<file path="src/rtl/comparator_seq_pkg.sv">
// Shared types and result decode for the digit-serial magnitude comparator.
// Mode encoding matches the 2-bit mode port directly.
package comparator_seq_pkg;

  typedef enum logic [1:0] {
    CMP_ULT = 2'b00,
    CMP_SLT = 2'b01,
    CMP_EQ  = 2'b10,
    CMP_ULE = 2'b11
  } mode_t;

  typedef enum logic [1:0] {
    IDLE = 2'b00,
    RUN  = 2'b01,
    DONE = 2'b10
  } state_t;

  // lt already carries the signedness, so ULT and SLT decode identically here.
  function automatic logic mode_result(input mode_t m, input logic lt, input logic eq);
    logic r;
    case (m)
      CMP_ULT, CMP_SLT: r = lt;
      CMP_EQ:           r = eq;
      default:          r = lt | eq;
    endcase
    return r;
  endfunction

endpackage

</file>
<file path="src/rtl/comparator_seq_digit_cmp.sv">
// Combinational unsigned compare of one DIGIT-bit digit pair.
// Zero latency, no handshake.
module digit_cmp #(
  parameter int DIGIT = 4
) (
  input  logic [DIGIT-1:0] a,
  input  logic [DIGIT-1:0] b,
  output logic             lt,
  output logic             eq
);

  assign lt = (a < b);
  assign eq = (a == b);

endmodule

</file>
<file path="src/rtl/comparator_seq.sv">
// Digit-serial comparator: ULT/SLT/EQ/ULE, MSB digit first; NDIG+1 cycles accept-to-valid (constant time),
// or data-dependent with COMPARATOR_SEQ_EARLY_EXIT_EN; result held in DONE until out_ready, in_ready only in IDLE.
module comparator_seq
  import comparator_seq_pkg::*;
#(
  parameter int WIDTH = 32,
  parameter int DIGIT = 4
) (
  input  logic             clk,
  input  logic             rst_n,
  input  logic             in_valid,
  output logic             in_ready,
  input  logic [WIDTH-1:0] a,
  input  logic [WIDTH-1:0] b,
  input  logic [1:0]       mode,
  output logic             out_valid,
  input  logic             out_ready,
  output logic             res,
  output logic             lt,
  output logic             eq
);

  localparam int NDIG = WIDTH / DIGIT;
  localparam int IW   = (NDIG > 1) ? $clog2(NDIG) : 1;
  localparam logic [IW-1:0]    IDX_TOP  = IW'(NDIG - 1);
  localparam logic [WIDTH-1:0] MSB_MASK = WIDTH'(1) << (WIDTH - 1);

  state_t           state, state_nxt;
  logic [WIDTH-1:0] a_r, a_nxt;
  logic [WIDTH-1:0] b_r, b_nxt;
  mode_t            mode_r, mode_nxt;
  logic [IW-1:0]    idx, idx_nxt;
  logic             decided, decided_nxt;
  logic             lt_r, lt_r_nxt;
  logic             res_nxt, lt_nxt, eq_nxt;
  logic             last;

  logic [DIGIT-1:0] dig_a, dig_b;
  logic             dig_lt, dig_eq;

  always_comb begin
    dig_a = '0;
    dig_b = '0;
    for (int i = 0; i < NDIG; i++) begin
      if (idx == IW'(i)) begin
        dig_a = a_r[i*DIGIT +: DIGIT];
        dig_b = b_r[i*DIGIT +: DIGIT];
      end
    end
  end

  digit_cmp #(.DIGIT(DIGIT)) u_digit_cmp (
    .a  (dig_a),
    .b  (dig_b),
    .lt (dig_lt),
    .eq (dig_eq)
  );

  assign in_ready  = (state == IDLE);
  assign out_valid = (state == DONE);

  always_comb begin
    state_nxt   = state;
    a_nxt       = a_r;
    b_nxt       = b_r;
    mode_nxt    = mode_r;
    idx_nxt     = idx;
    decided_nxt = decided;
    lt_r_nxt    = lt_r;
    res_nxt     = res;
    lt_nxt      = lt;
    eq_nxt      = eq;
    last        = 1'b0;

    case (state)
      IDLE: begin
        if (in_valid) begin
          // Flipping both sign bits at capture turns the signed compare into an
          // unsigned one; equality is unaffected.
          if (mode_t'(mode) == CMP_SLT) begin
            a_nxt = a ^ MSB_MASK;
            b_nxt = b ^ MSB_MASK;
          end else begin
            a_nxt = a;
            b_nxt = b;
          end
          mode_nxt    = mode_t'(mode);
          idx_nxt     = IDX_TOP;
          decided_nxt = 1'b0;
          lt_r_nxt    = 1'b0;
          state_nxt   = RUN;
        end
      end

      RUN: begin
        if (!decided && !dig_eq) begin
          decided_nxt = 1'b1;
          lt_r_nxt    = dig_lt;
        end
`ifdef COMPARATOR_SEQ_EARLY_EXIT_EN
        last = (idx == '0) || decided_nxt;
`else
        last = (idx == '0);
`endif
        if (last) begin
          state_nxt = DONE;
          lt_nxt    = lt_r_nxt;
          eq_nxt    = ~decided_nxt;
          res_nxt   = mode_result(mode_r, lt_r_nxt, ~decided_nxt);
        end else begin
          idx_nxt = idx - 1'b1;
        end
      end

      DONE: begin
        if (out_ready) begin
          state_nxt = IDLE;
        end
      end

      default: state_nxt = IDLE;
    endcase
  end

  always_ff @(posedge clk or negedge rst_n) begin
    if (!rst_n) begin
      state   <= IDLE;
      a_r     <= '0;
      b_r     <= '0;
      mode_r  <= CMP_ULT;
      idx     <= '0;
      decided <= 1'b0;
      lt_r    <= 1'b0;
      res     <= 1'b0;
      lt      <= 1'b0;
      eq      <= 1'b0;
    end else begin
      state   <= state_nxt;
      a_r     <= a_nxt;
      b_r     <= b_nxt;
      mode_r  <= mode_nxt;
      idx     <= idx_nxt;
      decided <= decided_nxt;
      lt_r    <= lt_r_nxt;
      res     <= res_nxt;
      lt      <= lt_nxt;
      eq      <= eq_nxt;
    end
  end

endmodule
</file>
<file path="config.mk">
export PLATFORM = sky130hd
export DESIGN_NAME = comparator_seq
export DESIGN_NICKNAME = d
export VERILOG_FILES = /design/src/rtl/comparator_seq_pkg.sv /design/src/rtl/comparator_seq_digit_cmp.sv /design/src/rtl/comparator_seq.sv
export SDC_FILE = /design/constraint.sdc
export NUM_CORES = 1
export LEC_CHECK = 0
export ABC_AREA = 1
export BUFFER_PORTS_ARGS = -buffer_cell sky130_fd_sc_hd__buf_2
export CAP_MARGIN = 10
export CELL_PAD_IN_SITES_DETAIL_PLACEMENT = 1
export CELL_PAD_IN_SITES_GLOBAL_PLACEMENT = 1
export CORE_MARGIN = 4
export CORE_UTILIZATION = 43
export DETAILED_ROUTE_END_ITERATION = 7
export PLACE_DENSITY = 0.82
export SLEW_MARGIN = 20
export SYNTH_ARGS = -nofsm -noshare
export SYNTH_HDL_FRONTEND = slang
export SYNTH_SLANG_ARGS = --single-unit
</file>
<file path="constraint.sdc">
create_clock -name clk -period 6.05 [get_ports clk]
set_clock_uncertainty 0.05 [all_clocks]
set_input_delay 0.605 -clock clk [delete_from_list [all_inputs] [get_ports clk]]
set_output_delay 0.605 -clock clk [all_outputs]
set_load 0.1 [all_outputs]
</file>
==> results of run 1 <==
[metrics by stage]
step           hold slack [ps]  utilization (%)
6_report                 235.8            51.19
5_1_grt                  271.1            51.19
4_1_cts                  344.8            50.96
3_5_place_dp             419.6            49.02
3_3_place_gp             411.9            49.02
2_1_floorplan            259.4                -
[power groups by stage]
stage	Sequential, uW	Clock, uW	Combinational, uW
3_3_place_gp	917	0	1070
4_1_cts	912	358	1130
5_1_grt	938	380	1290
6_report	912	348	1110
2_1_floorplan	898	0	846
3_5_place_dp	919	0	1120
[area by class of cell]
cell class	instances	area, um2
fill	1139	4257
sequential	76	1902
multi-input combinational	392	1718
timing repair buffer	77	405.4
inverter	34	135.1
tap	108	135.1
clock buffer	10	127.6
clock inverter	6	41.29
[critical path: stages (launching register included)]
cell and delay (ps):
dfrtp_1 410, inv_1 140, ha_1 260, inv_2 100, nor2_2 230, nand2_1 100
nand3_1 130, nand3_1 90, nand2_1 70, nand2_1 70, nand2_1 70, nand2_1 40
nand2_1 60, ha_1 240, nand2_1 110, nor3_1 70, o21ai_0 290, nand3_1 180
o211ai_1 190
[flip-flops by register name (all words and copies together) (netlist names)]
register,cells
mode_r,2
decided,1
idx,3
eq,1
res,1
b_r,32
state,2
lt_r,1
a_r,32
lt,1
[cells by family (layout without fill, tap and decap cells)]
family | count (synthesis) | in the layout | share of synthesized area [%]
buf+inv | 51 | 127 | 6.288
compound gates | 19 | 19 | 3.047
flops | 76 | 76 | 49.27
simple gates | 362 | 362 | 38.02
xor+xnor | 2 | 2 | 0.4539
fa+ha+maj | 9 | 9 | 2.917
[cells in the mapped netlist]
cell,instances
o31ai_1,2
buf_4,6
nor4_1,1
a21oi_1,5
nand3b_1,4
buf_6,1
o211ai_1,3
inv_2,5
nand2_1,276
ha_1,9
nor3_1,1
nand3_1,25
nor2_2,5
a22oi_1,1
nand2_8,1
nor2_1,37
or2_2,4
nand2_2,4
xor2_1,2
buf_8,1
clkbuf_1,7
inv_8,1
buf_2,2
o21ai_0,6
inv_1,28
dfrtp_1,76
or2_1,4
a21oi_2,2
[worst paths after layout]
check | start | to | cells past startpoint
min in group clk | out_ready | state[1] | 2
hold / removal | rst_n | eq | 2
hold reg to reg | b_r[23] | b_r[23] | 2
max in group asynchronous | rst_n | a_r[15] | 3
setup reg to reg | idx[1] | res | 18
setup / recovery | idx[1] | res | 18
[metal layers]
| metal | vias to the layer above | part of all wire [%] | global-route usage [%] |
|---|---|---|---|
| li1 | 1724 | - | - |
| met1 | 1620 | 48 | 27.02 |
| met2 | 65 | 47 | 32.87 |
| met3 | 18 | 3.8 | 3.383 |
| met4 | 0 | 1.8 | 7.470 |
| met5 | - | 0 | 0 |
==> flow_metrics.tcl, run 1 <==
set metrics [dict create \
    finalInstanceArea_um2 4464 \
    die_h_um 102.7 \
    avgSynthCellArea_um2 7.437 \
    tritoncts "done" \
    grt_pass1_wl_um 16640 \
    slew_viol_final 0 \
    portBuffers 74 \
    min_path_type "input pin to async pin" \
    synthTopCellsByArea "dfrtp_1 49%, nand2_1 27%, nor2_1 3.6%" \
    peakVddDrop_mv 0.1661 \
    drc 0 \
    antenna_cells 0 \
    combPwrFrac_pct 46.9 \
    antenna_found_initial 0 \
    cp_data_required_time_ps 6270 \
    critPathKind "flip-flop to flip-flop" \
    initial_utilization_pct 44.26 \
    layout_setup_ws_ps 3077 \
    cp_max_fo 7 \
    drtPass1Iterations 4 \
    powerDensity_nw_per_um2 531.3 \
    intPower_uw 1264 \
    ioPinCount 75 \
    hold_buffers 0 \
    final_common_cell "nand2_1" \
    slew-limit-headroom_pct 34.71 \
    cts_buffers 9 \
    tightest_slew_ps 978.0 \
    insertion_delay_ps 360 \
    synth-seq-area-share_pct 49.27 \
    routed_via_density 4.875 \
    core-area_um2 8721 \
    fp.dieW_um 102.7 \
    pwr-share-clk_pct 14.7 \
    rsz0062_at_grt "false" \
    ctsLongestPathBuffers 2 \
    synth_cell_types 28 \
    drt-total-wl_um 9996 \
    ant_nets 0 \
    final_nets 669 \
    grtUsageTotal_pct 20.13 \
    status "finished, final reports clean" \
    regToRegSetupSlack_ps 3080 \
    switching_share_pct 46.70 \
    synth_cells 519 \
    endpoint_kind "flip-flop" \
    clockRootBuffer "clkbuf_8" \
    num_rows 34 \
    post_drt_wl_per_cell_um 14.22 \
    cts.sinks 76 \
    grt-ovfl-total 0 \
    dr_total_vias 3427 \
    first_global_vias 3502 \
    syn_nets 598 \
    setup-tns-final_ps 0 \
    post_cts_buffers 0 \
    maxCapViolCount 0 \
    fmax_ghz 0.3364 \
    dp_hpwl_um 7175 \
    hold_viol_final 0 \
    arrival_ps 3200 \
    ys_ff_latch 76 \
    final_cell_mix "275 x nand2_1, 76 x dfrtp_1, 74 x buf_2" \
    post-route-period-util_pct 49.14 \
    synth_top_area_share_pct 49.27 \
    setup_viol_count_final 0 \
    die_area_um2 10560 \
    syn_area_um2 3860 \
    crit_path_start_kind "flip-flop" \
    pwr-share-seq_pct 38.4 \
    h-tree-depth 3 \
    instances_no_fill 703 \
    cts.repair.resized 0 \
    leakage_uw 0.002554 \
    gp_congestion 0.8152 \
    layout_min_cycle_time_ps 2973 \
    placed_cell_area_um2 4275 \
    layout-drive-gt1-share_pct 19.33 \
    syn2layout_area_growth_pct 15.66 \
    power.switching_uw 1108 \
    drtIter0Drc 94 \
    yosysWarnings 0 \
    dp.cells 686 \
    yosysTopAreaCell "dfrtp_1" \
    total_power_uw 2372 \
    grt_max_degree 77 \
    post-place-ws_ps 3197 \
    clk_pin_slew_ps 80 \
]
No activity file was read; power rests on OpenSTA's default activity.
==> run 2, diff against run 1 <==
--- a/config.mk
+++ b/config.mk
@@ -5,15 +5,15 @@
 export SDC_FILE = /design/constraint.sdc
 export NUM_CORES = 1
 export LEC_CHECK = 0
-export ABC_AREA = 1
+export ABC_AREA = 0
 export BUFFER_PORTS_ARGS = -buffer_cell sky130_fd_sc_hd__buf_2
 export CAP_MARGIN = 10
 export CELL_PAD_IN_SITES_DETAIL_PLACEMENT = 1
 export CELL_PAD_IN_SITES_GLOBAL_PLACEMENT = 1
 export CORE_MARGIN = 4
-export CORE_UTILIZATION = 43
+export CORE_UTILIZATION = 44
 export DETAILED_ROUTE_END_ITERATION = 7
-export PLACE_DENSITY = 0.82
+export PLACE_DENSITY = 0.77
 export SLEW_MARGIN = 20
 export SYNTH_ARGS = -nofsm -noshare
 export SYNTH_HDL_FRONTEND = slang
==> constraint.sdc (replaced) <==
create_clock -name clk -period 2.8 [get_ports clk]
set_clock_uncertainty 0.05 [all_clocks]
set_input_delay 0.28 -clock clk [delete_from_list [all_inputs] [get_ports clk]]
set_output_delay 0.28 -clock clk [all_outputs]
set_load 0.1 [all_outputs]
==> flow_metrics.tcl, run 2 <==
set metrics [dict create \
    layout-drive-gt1-share_pct 42.28 \
    yosysWarnings 0 \
    fp.dieW_um 102.3 \
    clk_pin_slew_ps 80 \
    final_cell_mix "75 x dfrtp_1, 74 x buf_2, 30 x mux2_4" \
    drtPass1Iterations 6 \
    hold_depth 2 \
    drt-total-wl_um 10150 \
    routed_via_density 5.510 \
    cts_buffers 9 \
    first_global_vias 3048 \
    slew_viol_final 0 \
    peakVddDrop_mv 0.4929 \
    synth_cells 324 \
    setup_viol_count_final 3 \
    crit_path_start_kind "flip-flop" \
    synth.most_common_cell "dfrtp_1" \
    portBuffers 74 \
    tritoncts "done" \
    slew-limit-headroom_pct 55.61 \
    reg_top3 "a_r x32, b_r x32, idx x3" \
    layout_min_cycle_time_ps 2946 \
    pwr-share-seq_pct 33.7 \
    combPwrFrac_pct 52.5 \
    h-tree-depth 3 \
    final_common_cell "dfrtp_1" \
    layout_setup_ws_ps -146.2 \
    min_path_type "input pin to flip-flop" \
    status "finished, violations left" \
    synthArstFlopShare_pct 100.0 \
    dp_hpwl_um 7285 \
    num_rows 34 \
    synth-edff-count 0 \
    cp_max_fo 5 \
    initial_utilization_pct 45.10 \
    intPower_uw 3634 \
    yosysTopAreaCell "dfrtp_1" \
    pwr-share-clk_pct 13.8 \
    die_h_um 102.3 \
    violations "setup timing" \
    r2r_cells 13 \
    drtIter0Drc 128 \
    ctsLongestPathBuffers 2 \
    syn_area_um2 3914 \
    placed_cell_area_um2 4427 \
    ant_nets 0 \
    endpoint_kind "flip-flop" \
    ys.flop_type "dfrtp_1" \
    hold_viol_final 0 \
    grt-ovfl-total 0 \
    switching_share_pct 40.50 \
    grt_max_degree 40 \
    fmax_ghz 0.3394 \
    insertion_delay_ps 360 \
    antenna_cells 0 \
    arrival_ps 3170 \
    dr_total_vias 2915 \
    synth_cell_types 43 \
    synth_commonest_cells "76 x dfrtp_1, 30 x mux2_4, 27 x mux2_1" \
    finalInstanceArea_um2 4807 \
    synth-seq-area-share_pct 48.59 \
    clockRootBuffer "clkbuf_8" \
    regToRegSetupSlack_ps -150 \
    synth_top_area_share_pct 48.59 \
    powerDensity_nw_per_um2 1270 \
    post-route-period-util_pct 105.2 \
    leakage_uw 0.002211 \
    tightest_slew_ps 665.8 \
    critPathKind "flip-flop to flip-flop" \
    syn2layout_area_growth_pct 22.83 \
    cts.sinks 76 \
    syn_nets 403 \
    total_power_uw 6107 \
    grtUsageTotal_pct 19.76 \
    die_area_um2 10470 \
    core-area_um2 8678 \
    grt_pass1_wl_um 15780 \
    rsz0062_at_grt "true" \
    maxCapViolCount 0 \
    gp_congestion 0.7814 \
    post_drt_wl_per_cell_um 19.18 \
    power.switching_uw 2474 \
    drc 0 \
    final_nets 495 \
    cp_data_required_time_ps 3020 \
    ioPinCount 75 \
    antenna_found_initial 0 \
    avgSynthCellArea_um2 12.08 \
    ys_ff_latch 76 \
    synthTopCellsByArea "dfrtp_1 49%, mux2_4 12%, mux2_1 7.8%" \
]
==> run 2: final cells by class <==
| class | count | area [um2] |
|---|---|---|
| multi-input combinational | 212 | 1891 |
| clock inverter | 6 | 63.81 |
| fill | 936 | 3871 |
| clock buffer | 10 | 127.6 |
| timing repair buffer | 104 | 635.6 |
| inverter | 13 | 51.30 |
| sequential | 76 | 1903 |
| tap | 108 | 135.1 |
==> run 2: cell families after synthesis <==
| group | synth area share, % |
|---|---|
| flops | 48.59 |
| fa+ha+maj | 2.877 |
| buf+inv | 5.531 |
| simple gates | 8.121 |
| mux | 19.28 |
| compound gates | 15.15 |
| xor+xnor | 0.4477 |
==> run 2: power by group through the flow <==
stage	combinational [uW]	clock, uW	sequential, uW
after floorplan	2090	0	2010
after global placement	2750	0	2040
after detailed placement	2890	0	2060
after CTS	2960	859	2050
after global routing	3510	913	2130
final	3210	841	2060
==> run 2: worst max-delay path: stages (launching register included) <==
cell and delay, ps:
dfrtp_1 420, inv_2 130, ha_4 140, nor2b_4 250, buf_6 130, a221oi_2 40
a221o_1 270, a22o_1 260, ha_1 310, nand4_1 110, nand2b_1 90, buf_4 140
or3_4 340, o211ai_1 170
==> run 2: worst paths after layout <==
| check | from | endpoint |
|---|---|---|
| worst max-delay path | idx[1] | lt_r |
| worst min register to register | eq | eq |
| worst min-delay path | out_ready | state[1] |
| min in group asynchronous | rst_n | a_r[12] |
| max in group asynchronous | rst_n | idx[0] |
| worst max register to register | idx[1] | lt_r |
==> run 2: metrics by stage <==
stage | worst slack, ps | setup TNS, ps | cells | utilization, % | hold WS [ps]
2_1_floorplan | 30.43 | 0 | 324 | - | -65.59
3_3_place_gp | 30.15 | 0 | 504 | 51.01 | 294.0
3_5_place_dp | -188.9 | -398.8 | 504 | 51.01 | 300.1
4_1_cts | -81.05 | -105.0 | 522 | 53.63 | 26.63
5_1_grt | -262.9 | -734.3 | 529 | 55.39 | 25.50
6_report | -146.2 | -360.1 | 529 | 55.39 | 34.90
==> run 2: timing repair <==
item / in CTS / in global routing
cloned: 0 / 1
hold buffers: 1 / 0
buffers inserted: 1 / 6
endpoints found under the hold margin: 28 / 0
resized for setup: 8 / 18
pin swaps: 0 / 13
endpoints found under the setup margin: 4 / 4
==> run 2: metal layers <==
metal	GRT usage [%]	part of all wire, %	vias up
met4	5.550	1.3	0
met1	26.18	44	1483
met3	5.666	4.9	13
met5	0	0	-
li1	-	-	1354
met2	31.78	50	65
==> run 3, diff against run 2 <==
--- a/config.mk
+++ b/config.mk
@@ -10,9 +10,11 @@
 export CAP_MARGIN = 10
 export CELL_PAD_IN_SITES_DETAIL_PLACEMENT = 1
 export CELL_PAD_IN_SITES_GLOBAL_PLACEMENT = 1
+export CORE_ASPECT_RATIO = 0.75
 export CORE_MARGIN = 4
 export CORE_UTILIZATION = 44
 export DETAILED_ROUTE_END_ITERATION = 7
+export GPL_TIMING_DRIVEN = 0
 export PLACE_DENSITY = 0.77
 export SLEW_MARGIN = 20
 export SYNTH_ARGS = -nofsm -noshare
==> flow_metrics.tcl, run 3 (synthesized netlist as in run 2, its figures left out) <==
set metrics [dict create \
    cp_slowest_cell "dfrtp_2" \
    syn2layout_area_growth_pct 28.32 \
    powerDensity_nw_per_um2 1327 \
    utilization_pct 58.65 \
    drt-total-wl_um 11470 \
    ioPinCount 75 \
    arrival_ps 3260 \
    power.switching_uw 2641 \
    layout-drive-gt1-share_pct 41.82 \
    final_nets 502 \
    whs_ps 80.11 \
    fillers 913 \
    dp_hpwl_um 7840 \
    gp_congestion 0.8231 \
    min_path_type "input pin to flip-flop" \
    cp_top_family "simple AND/OR/NAND/NOR gates" \
    instances_no_fill 536 \
    portBuffers 74 \
    initial_utilization_pct 45.70 \
    pwr-share-seq_pct 30.8 \
    antenna_cells 0 \
    clockRootBuffer "clkbuf_16" \
    fp.dieW_um 116.9 \
    rsz0062_at_grt "true" \
    first_global_vias 3151 \
    routed_via_density 5.494 \
    h-tree-depth 3 \
    layout_min_cycle_time_ps 3054 \
    post-route-period-util_pct 109.1 \
    peakVddDrop_mv 0.5375 \
    grt_pass1_wl_um 17550 \
    die_area_um2 10480 \
    leakage_uw 0.002303 \
    violations "setup timing" \
    switching_share_pct 39.62 \
    layout_setup_ws_ps -253.9 \
    post_drt_wl_per_cell_um 21.40 \
    cts_buffers 9 \
    die_h_um 89.68 \
    dr_total_vias 2945 \
    slew-limit-headroom_pct 62.09 \
    tritoncts "done" \
    endpoint_kind "flip-flop" \
    post-place-ws_ps -451.4 \
    timing.critical_path.mode_cell "buf_6" \
    cp_max_fo 8 \
    insertion_delay_ps 340 \
    grt_max_degree 43 \
    fmax_ghz 0.3275 \
    setup_viol_count_final 4 \
    crit_chain "inv_4, ha_2, buf_6, or2_4, a221oi_2, a221o_1, a22o_1, ha_1, nand4_1, nand2b_1, buf_6, or3_4, o211ai_1" \
    reg_top3 "a_r x32, b_r x32, idx x3" \
    critPathKind "flip-flop to flip-flop" \
    core-area_um2 8563 \
    status "finished, violations left" \
    combPwrFrac_pct 51.4 \
    final_common_cell "buf_2" \
    slew_viol_final 0 \
    slowest_delay_ps 460 \
    cts.sinks 76 \
    final_cell_mix "79 x buf_2, 75 x dfrtp_1, 30 x mux2_4" \
    drc 0 \
    path_buf_inv 3 \
    cp_data_required_time_ps 3010 \
    dp.cells 507 \
    crit_path_start_kind "flip-flop" \
    grt-ovfl-total 0 \
    drtPass1Iterations 4 \
    grtUsageTotal_pct 22.86 \
    num_rows 29 \
    clk_pin_slew_ps 60 \
    drtIter0Drc 236 \
    pwr-share-clk_pct 17.8 \
    intPower_uw 4025 \
    setup-tns-final_ps -656.6 \
    ctsLongestPathBuffers 2 \
    ant_nets 0 \
    antenna_found_initial 0 \
    maxCapViolCount 0 \
    hold_viol_final 0 \
    tightest_slew_ps 568.7 \
]
-- run 3: cell types whose count changed in the layout (fill, tap and decap cells not counted), sizes merged --
cell / delta
clkinvlp: -1
inv: -1
buf: +4
clkbuf: +5
-- run 3: power by group through the flow --
| stage | logic (uW) | clock network, uW | registers [uW] |
|---|---|---|---|
| floorplan | 2090 | 0 | 2010 |
| global placement | 2770 | 0 | 2000 |
| detailed placement | 2900 | 0 | 2020 |
| CTS | 3240 | 1210 | 2040 |
| global route | 3710 | 1260 | 2120 |
| finish | 3420 | 1190 | 2060 |
-- run 3: stage by stage --
stage | total power (uW) | instance area [um2]
finish | 6666 | 5022
global route | 7089 | 5022
CTS | 6490 | 4935
detailed placement | 4922 | 4442
global placement | 4768 | 4419
floorplan | 4100 | 3914
-- run 3: layout make-up --
class | instances | area (um2) | share of cell area, %
Multi-Input combinational cell | 212 | 1922 | 38.27
Sequential cell | 76 | 1903 | 37.89
Timing Repair Buffer | 90 | 531.8 | 10.59
Clock buffer | 12 | 256.5 | 5.107
Buffer | 21 | 175.2 | 3.488
Tap cell | 108 | 135.1 | 2.691
Inverter | 13 | 51.30 | 1.021
Clock inverter | 4 | 47.55 | 0.9467
-- run 3: final timing paths --
check | from | to | slack, ps | cells past startpoint
worst min register to register | eq | eq | 420 | 2
max in group asynchronous | rst_n | b_r[25] | 1650 | 3
worst min-delay path | out_ready | state[1] | 80 | 2
min in group asynchronous | rst_n | mode_r[0] | 430 | 2
worst max register to register | idx[0] | lt_r | -250 | 13
worst max-delay path | idx[0] | lt_r | -250 | 13
-- run 3: repair_timing --
action	4_1_cts	5_1_grt
pin swaps	11	13
endpoints found under the hold margin	41	0
hold buffers	1	0
cloned	1	0
gates resized for setup	23	11
endpoints found under the setup margin	4	5
setup buffers	7	6
-- run 3: per-layer routing --
| layer | global-route usage, % | vias to the layer above | wire, um |
|---|---|---|---|
| met5 | 0 | - | 0 |
| met4 | 5.625 | 0 | 138 |
| met3 | 5.760 | 12 | 523 |
| met2 | 36.76 | 80 | 5380 |
| met1 | 31.33 | 1488 | 5427 |
| li1 | - | 1365 | - |
